### src/rtl/product_display_pkg.sv
// Shared display definitions: converter state encoding, seven-segment glyph table and
// the double-dabble nibble adjust step.
package product_display_pkg;

  typedef enum logic [1:0] {
    ST_IDLE  = 2'd0,
    ST_SHIFT = 2'd1,
    ST_DONE  = 2'd2
  } conv_state_e;

  localparam logic [6:0] SEG_BLANK = 7'b1111111;

  // Active-low {g,f,e,d,c,b,a}, indexed by the hex value 0..F.
  localparam logic [6:0] SEG_GLYPH [16] = '{
    7'b1000000, 7'b1111001, 7'b0100100, 7'b0110000,
    7'b0011001, 7'b0010010, 7'b0000010, 7'b1111000,
    7'b0000000, 7'b0010000, 7'b0001000, 7'b0000011,
    7'b1000110, 7'b0100001, 7'b0000110, 7'b0001110
  };

  function automatic logic [11:0] dd_adjust(input logic [11:0] bcd);
    logic [11:0] res;
    res = bcd;
    for (int i = 0; i < 3; i++) begin
      if (bcd[i*4 +: 4] >= 4'd5) res[i*4 +: 4] = bcd[i*4 +: 4] + 4'd3;
    end
    return res;
  endfunction

endpackage

### src/rtl/product_display_bin2bcd_seq.sv
// Sequential double-dabble binary to 3-digit BCD converter. The visible result only
// updates in DONE, so a half-converted value never reaches the output.
module bin2bcd_seq
  import product_display_pkg::*;
#(
  parameter int DATA_W = 8
) (
  input  logic              clk,
  input  logic              reset_n,
  input  logic              load,
  input  logic [DATA_W-1:0] bin,
  output logic              busy,
  output logic [11:0]       bcd
);

  conv_state_e       state_q, state_d;
  logic [DATA_W-1:0] bin_q, bin_d;
  logic [11:0]       scratch_q, scratch_d;
  logic [11:0]       bcd_q, bcd_d;
  logic [3:0]        cnt_q, cnt_d;
  logic [11:0]       adj;

  assign adj = dd_adjust(scratch_q);

  always_comb begin
    state_d   = state_q;
    bin_d     = bin_q;
    scratch_d = scratch_q;
    bcd_d     = bcd_q;
    cnt_d     = cnt_q;
    case (state_q)
      ST_IDLE: begin
        if (load) begin
          bin_d     = bin;
          scratch_d = '0;
          cnt_d     = '0;
          state_d   = ST_SHIFT;
        end
      end
      ST_SHIFT: begin
        // Adjust first, then shift {scratch,bin} left as one long register.
        scratch_d = {adj[10:0], bin_q[DATA_W-1]};
        bin_d     = bin_q << 1;
        cnt_d     = cnt_q + 4'd1;
        if (cnt_q == 4'(DATA_W - 1)) state_d = ST_DONE;
      end
      ST_DONE: begin
        bcd_d   = scratch_q;
        state_d = ST_IDLE;
      end
      default: state_d = ST_IDLE;
    endcase
  end

  always_ff @(posedge clk or negedge reset_n) begin
    if (!reset_n) begin
      state_q   <= ST_IDLE;
      bin_q     <= '0;
      scratch_q <= '0;
      bcd_q     <= '0;
      cnt_q     <= '0;
    end else begin
      state_q   <= state_d;
      bin_q     <= bin_d;
      scratch_q <= scratch_d;
      bcd_q     <= bcd_d;
      cnt_q     <= cnt_d;
    end
  end

  assign busy = (state_q != ST_IDLE);
  assign bcd  = bcd_q;

endmodule

### src/rtl/product_display.sv
// Shows the controller state (hex, digit 3) and the RAM product (decimal, digits 2..0)
// on a 4-digit multiplexed active-low seven-segment display.
module product_display
  import product_display_pkg::*;
#(
  parameter int DATA_W      = 8,
  parameter int REFRESH_DIV = 100000
) (
  input  logic              clk,
  input  logic              reset_n,
  input  logic [DATA_W-1:0] data_in,
  input  logic              load,
  input  logic [3:0]        st_in,
  output logic              busy,
  output logic [3:0]        an,
  output logic [6:0]        seg,
  output logic              dp
);

  localparam int CW = (REFRESH_DIV > 1) ? $clog2(REFRESH_DIV) : 1;

  logic [11:0]   bcd_disp;
  logic [3:0]    st_q;
  logic [CW-1:0] ref_cnt_q, ref_cnt_d;
  logic [1:0]    idx_q, idx_d;
  logic [3:0]    an_q, an_d;
  logic [6:0]    seg_q, seg_d;
  logic [3:0]    hundreds, tens, ones;

  bin2bcd_seq #(.DATA_W(DATA_W)) u_bin2bcd (
    .clk     (clk),
    .reset_n (reset_n),
    .load    (load),
    .bin     (data_in),
    .busy    (busy),
    .bcd     (bcd_disp)
  );

  assign hundreds = bcd_disp[11:8];
  assign tens     = bcd_disp[7:4];
  assign ones     = bcd_disp[3:0];

  always_comb begin
    ref_cnt_d = ref_cnt_q + 1'b1;
    idx_d     = idx_q;
    if (ref_cnt_q == CW'(REFRESH_DIV - 1)) begin
      ref_cnt_d = '0;
      idx_d     = idx_q + 2'd1;
    end
  end

  // Leading-zero blanking: tens only blank when hundreds is also zero.
  always_comb begin
    an_d = ~(4'b0001 << idx_q);
    case (idx_q)
      2'd0:    seg_d = SEG_GLYPH[ones];
      2'd1:    seg_d = (hundreds == 4'd0 && tens == 4'd0) ? SEG_BLANK : SEG_GLYPH[tens];
      2'd2:    seg_d = (hundreds == 4'd0) ? SEG_BLANK : SEG_GLYPH[hundreds];
      default: seg_d = SEG_GLYPH[st_q];
    endcase
  end

  always_ff @(posedge clk or negedge reset_n) begin
    if (!reset_n) begin
      st_q      <= '0;
      ref_cnt_q <= '0;
      idx_q     <= '0;
      an_q      <= 4'b1111;
      seg_q     <= SEG_BLANK;
    end else begin
      st_q      <= st_in;
      ref_cnt_q <= ref_cnt_d;
      idx_q     <= idx_d;
      an_q      <= an_d;
      seg_q     <= seg_d;
    end
  end

  assign an  = an_q;
  assign seg = seg_q;
  assign dp  = 1'b1;

endmodule

### config.mk
export PLATFORM = sky130hd
export DESIGN_NAME = product_display
export DESIGN_NICKNAME = d
export VERILOG_FILES = /design/src/rtl/product_display_pkg.sv /design/src/rtl/product_display_bin2bcd_seq.sv /design/src/rtl/product_display.sv
export SDC_FILE = /design/constraint.sdc
export NUM_CORES = 1
export LEC_CHECK = 0
export ABC_AREA = 1
export CORE_ASPECT_RATIO = 0.6
export CORE_MARGIN = 2
export CORE_UTILIZATION = 30
export DETAILED_ROUTE_END_ITERATION = 12
export MAX_ROUTING_LAYER = met4
export PLACE_DENSITY = 0.5
export SLEW_MARGIN = 30
export SYNTH_ARGS = -nofsm -noshare
export SYNTH_HDL_FRONTEND = slang
export SYNTH_SLANG_ARGS = --single-unit
### constraint.sdc
create_clock -name clk -period 1.6 [get_ports clk]
set_clock_uncertainty 0.2 [all_clocks]
set_input_delay 0.32 -clock clk [delete_from_list [all_inputs] [get_ports clk]]
set_output_delay 0.32 -clock clk [all_outputs]
set_load 0.05 [all_outputs]
; ---- Word-level counts from Yosys, hierarchy flattened
; Memories as Yosys holds them, arrays and structs flattened.
; Index checks and enable logic that the tools add are counted.
[op_classes]
addsub = 6
n_lt_le_gt_ge = 7
n_eq_ne = 8
shifts = 1
mux = 24
n_bitwise = 5
reduce_logical = 9
[ops]
columns = op, n
row1 = 7-bit two-way mux, 10
row2 = 12-bit case mux with 2 select lines, 1
row3 = 7-bit case mux with 3 select lines, 1
row4 = "5-bit greater-or-equal comparator, second input constant", 4
row5 = 4-bit NOT with 5-bit output, 4
row6 = "17-bit by 1-bit adder with 17-bit output, second input constant", 1
row7 = "17-bit equality test, second input constant", 1
row8 = 17-bit two-way mux, 1
row9 = 8-bit case mux with 2 select lines, 1
row10 = "4-bit by 3-bit greater-or-equal comparator with 1-bit output, second input constant", 3
row11 = 12-bit two-way mux, 1
row12 = 4-bit two-way mux, 3
row13 = "4-bit by 2-bit adder with 4-bit output, second input constant", 2
row14 = 4-bit logical NOT, 2
row15 = 8-bit two-way mux, 1
row16 = 4-bit case mux with 2 select lines, 1
row17 = "4-bit by 1-bit adder with 4-bit output, second input constant", 1
row18 = "2-bit by 1-bit equality test with 1-bit output, second input constant", 2
row19 = "2-bit equality test, second input constant", 2
row20 = "4-bit by 3-bit equality test with 1-bit output, second input constant", 1
row21 = 2-bit logical NOT, 2
row22 = 2-bit two-way mux, 2
row23 = 4-bit NOT, 1
row24 = 2-bit case mux with 2 select lines, 1
row25 = other kinds (9), 11
[totals]
regBits = 72
mem_bits_ro = 448
inputBits = 15
out_inout_bits = 13
elab_cells = 74
mem_count = 4
[memory_table]
columns = memory, depth, width, rd, rd_clocked_by_memory_dff, write_ports, line
row1 = (name not given), 16, 7, 1, 0, 0, product_display.sv:59  ; default: seg_d = SEG_GLYPH[st_q];
row2 = (name not given), 16, 7, 1, 0, 0, product_display.sv:58  ; 2'd2: seg_d = (hundreds == 4'd0) ? SEG_BLANK : SEG_GLYPH[hundreds];
row3 = (name not given), 16, 7, 1, 0, 0, product_display.sv:57  ; 2'd1: seg_d = (hundreds == 4'd0 && tens == 4'd0) ? SEG_BLANK : SEG_GLYPH[tens];
row4 = (name not given), 16, 7, 1, 0, 0, product_display.sv:56  ; 2'd0: seg_d = SEG_GLYPH[ones];

; ---- Depth between registers and ports, before layout
[logic_depth]
word_depth = 6
mapped_depth = 11
ltp_nobuf = 11

; ---- Cells and area by module
; A second synthesis with hierarchy kept.
[hier_totals]
hier_cells = 604
area_unflattened_um2 = 4630.7
[modules_own_cells]
columns = mod, n_inst, cells_per_inst, area_each_um2, seq_area_each_um2
row1 = product_display, 1, 389, 2795.2, 864.6
row2 = bin2bcd_seq, 1, 215, 1835.5, 950.9

; ---- Worst setup path after synthesis
; Ideal clock, no wire load.
[synth_path]
path_kind = register to register
from = reg u_bin2bcd.bcd_q[8] (netlist: u_bin2bcd.bcd[8])
to = reg seg_q[3] (netlist: seg[3])
setup_time_ns = 0.082
t_arrival_ns = 1.294
t_required_ns = 1.318
path_slack_ns = 0.024
stages_incl_launch_ff = 9
path_buffers = 0
period_less_slack_ns = 1.576
path_cell_list = dfrtp_1 > inv_1 > ha_1 > o21ai_0 > nand3_1 > nand2_1 > nand2_1 > nor2_1 > nor2_1
[synth_between]
elab_chain_len = 6
word_cells_on_any_way = 9
cone_classes = mux: 5 / bitwise: 1 / reduce/logical: 2 / memory: 1
[synth_lines]
columns = element, line
row1 = "start, declared", product_display_bin2bcd_seq.sv:19  ; logic [11:0] bcd_q, bcd_d;
row2 = "start signal, assigned", product_display_bin2bcd_seq.sv:60  ; bcd_q <= '0;
row3 = "start signal, assigned", product_display_bin2bcd_seq.sv:66  ; bcd_q <= bcd_d;
row4 = 4-bit NOT with 5-bit output (not written as such), product_display.sv:58
row5 = memory 16 x 7 bit, --
row6 = 7-bit two-way mux (not written as such) (2 in series), product_display.sv:58
row7 = 7-bit two-way mux, product_display.sv:58
row8 = 7-bit case mux with 3 select lines *, product_display.sv:55  ; case (idx_q)
row9 = net seg_d[3], product_display.sv:27  ; logic [6:0] seg_q, seg_d;
row10 = "end signal, assigned", product_display.sv:75  ; seg_q <= seg_d;
row11 = "end, declared", product_display.sv:27
; Mark *: on every way through the listed nets, which the timed path passes. The rest lies on a longest branch. The select of a mux whose other input is x is not followed.
; A chain may end at the register's enable or synchronous reset.

; ---- Worst setup path after layout
; Same ends and word-level chain as after synthesis.

==> impl_metrics.json <==
{
  "clk_pin_slew_worst_paths_ns": 0.06,
  "ant_nets": 0,
  "pwr-share-clk_pct": 19.4,
  "drive_gt1_share_pct": 34.21,
  "overflow": 0,
  "die_w_um": 162.3,
  "yosysUniqueCellTypes": 35,
  "status": "completed",
  "core_sq_um": 14590,
  "cp.required_ns": 1.66,
  "port_buffers": 26,
  "hp-class": "in2async",
  "crit_fanout": 5,
  "antenna_found_initial": 0,
  "worst-r2r-setup-slack_ns": 0.001,
  "layout.nets": 737,
  "period_needed_ns": 1.599,
  "cts-root-buf": "clkbuf_16",
  "place_congestion": 0.8650,
  "cp.arrival_ns": 1.66,
  "reg2reg_from": "u_bin2bcd.bcd[8]$_DFFE_PN0N_",
  "endpoint_kind": "flip-flop",
  "track_usage_pct": 14.53,
  "setup_viol": 0,
  "drt_iter0_markers": 245,
  "power_frac_comb_pct": 53.8,
  "whs_ns": 0.2124,
  "antenna_cells": 0,
  "die_h_um": 98.97,
  "setup_tns_ns": 0,
  "clkLatencyLatePin_ns": 0.33,
  "path_class": "reg2reg",
  "final_cells": 885,
  "syn_area_sq_um": 4509,
  "dpl.cell_count": 848,
  "slew_viol_final": 0,
  "fmax_ghz": 0.6256,
  "clk_path_buf_depth": 2,
  "finalCritPeriodShare_pct": 99.91,
  "p_total_mw": 10.51,
  "crit_path_start": "u_bin2bcd.bcd[8]$_DFFE_PN0N_",
  "cts_made_buffers": 9,
  "ios": 28,
  "ir_worst_vdd_mv": 0.5729,
  "viasPerCell": 4.617,
  "avgRoutedWirePerCell_um": 12.62,
  "grt_pass1_wl_um": 18270,
  "fin_util_pct": 44.01,
  "dpl.hpwl_um": 7821,
  "ys_warn_count": 0,
  "syn-num-nets": 642,
  "p_leak_nw": 2.977,
  "syn_avg_cell_area_sq_um": 7.682,
  "cts_sinks": 72,
  "async_flop_share_pct": 100.0,
  "rows": 34,
  "htreeDepth": 3,
  "nFillCells": 1393,
  "internal_power_mw": 6.175,
  "synthFlopType": "dfrtp_1",
  "hold_viol": 0,
  "switchingPower_mw": 4.337,
  "dr.pass1.iters": 4,
  "switching_share_pct": 41.26,
  "rsz0062_at_grt": "yes",
  "cts_tree": "yes",
  "initial_core_util_pct": 30.90,
  "first_global_vias": 3904,
  "r2r-end": "seg[3]$_DFF_PN1_",
  "synth_edf_count": 0,
  "synth_seq_area_share_pct": 40.26,
  "area.growth.synth_to_final_pct": 42.40,
  "rr_worst_depth": 10,
  "num_vias": 4086,
  "seq_power_share_pct": 26.8,
  "drc_errors": 0,
  "cap_violations": 0,
  "grt_max_degree": 29,
  "p_per_area_nw_per_um2": 1637,
  "die_area_sq_um": 16060,
  "startpoint_type": "flip-flop",
  "yosys_register_bits": 72,
  "syn_inst": 587,
  "postRouteWirelength_um": 11170
}
## per-layer routing
metal	vias to the layer above	routed length, um	GRT usage (%)
li1	2072	-	-
met1	1954	5720	20.16
met2	53	5097	21.15
met3	7	306	3.199
met4	0	43	4.425
met5	-	0	-
## cell usage after synthesis (6+ instances only)
cell	n	area [sq um]
nand4_1	8	50.05
nor3_1	7	35.03
o21ai_0	61	305.3
dfrtp_1	61	1526
nand2_1	146	548.0
dfstp_2	11	289.0
nor2_1	48	180.2
inv_2	7	26.28
xor2_1	8	70.07
ha_1	40	500.5
nand3_1	42	210.2
nor2_4	6	67.56
inv_1	74	277.8
buf_2	7	35.03
a21oi_1	18	90.09
## worst max-delay path by stage
stage | end | slack, ns | cells past startpoint
floorplan | seg[3]$_DFF_PN1_ | 0.02 | 8
global placement | seg[1]$_DFF_PN1_ | -0.10 | 8
detailed placement | seg[1]$_DFF_PN1_ | -0.12 | 8
CTS | seg[1]$_DFF_PN1_ | -0.02 | 8
global route | seg[6]$_DFF_PN1_ | -0.12 | 8
finish | seg[3]$_DFF_PN1_ | 0.001 | 10
## critical path, cell delays in order (launching register included)
cell,delay [ns]
dfrtp_1,0.43
inv_2,0.12
ha_4,0.17
nand2_2,0.05
nor2_2,0.11
nand2_2,0.09
nand3_2,0.09
nand2_2,0.06
nand2_2,0.07
nor2_2,0.03
nor2_1,0.10
## placed cells by master (no fill, tap or decap), types with 10 or more instances in the layout
cell type,instances
dfstp_2,11
inv_1,54
buf_12,14
nor2_2,10
a21oi_1,10
clkdlybuf4s50_1,13
o21ai_1,15
ha_1,17
nand2_1,128
o21ai_0,45
nand2_2,17
ha_4,14
nand3_2,10
buf_4,62
nor2_1,36
inv_2,24
nor2_4,11
nand3_1,32
dfrtp_1,57
## through the flow
step,setup WS (ns),area [sq um]
floorplan,0.02382,4509
global route,-0.1184,6421
global placement,-0.1025,5459
CTS,-0.02496,5919
finish,0.001422,6421
detailed placement,-0.1206,5459
## what timing repair did
action                                 CTS  global route
endpoints found under the hold margin   61             0
buffers inserted                        10            11
hold buffers                             1             0
resized for setup                       38           118
setup endpoints to repair               14            30
pin swaps                               13            51
cloned                                   0             0
## power by group through the flow
stage | clock (mW) | sequential, mW | combinational, mW
finish | 2.03 | 2.82 | 5.66
floorplan | 0 | 2.88 | 2.62
global placement | 0 | 2.78 | 4.34
detailed placement | 0 | 2.79 | 4.40
CTS | 2.10 | 2.77 | 4.72
global route | 2.20 | 2.89 | 6.30
## kinds of logic (layout without fill, tap and decap cells)
| kind of cell | after synthesis | after routing | synth area share [%] |
|---|---|---|---|
| adder cells (fa/ha/maj) | 40 | 40 | 11.10 |
| other | 1 | 1 | 0.08316 |
| AND/OR/NAND/NOR | 271 | 271 | 26.44 |
| buffers and inverters | 97 | 197 | 8.768 |
| flip-flops | 72 | 72 | 40.26 |
| XOR/XNOR | 9 | 9 | 1.748 |
| AO/OA/AOI/OAI | 97 | 97 | 11.60 |
## flip-flops by register name, indices dropped and copies added (netlist names), 4 cells and up
| name | cells |
|---|---|
| ref_cnt_q | 17 |
| u_bin2bcd.bcd | 12 |
| u_bin2bcd.scratch_q | 12 |
| u_bin2bcd.bin_q | 8 |
| seg | 7 |
| an | 4 |
| st_q | 4 |
| u_bin2bcd.cnt_q | 4 |
## cell type report
type	instances	area, sq um	share of cell area [%]
Sequential cell	72	1821	28.35
Timing Repair Buffer	98	975.9	15.20
Inverter	83	322.8	5.027
Clock buffer	14	264.0	4.111
Multi-Input combinational cell	418	2753	42.87
Clock inverter	2	37.54	0.5846
Tap cell	198	247.7	3.858
Note: power is estimated with default switching activity, not from simulation.
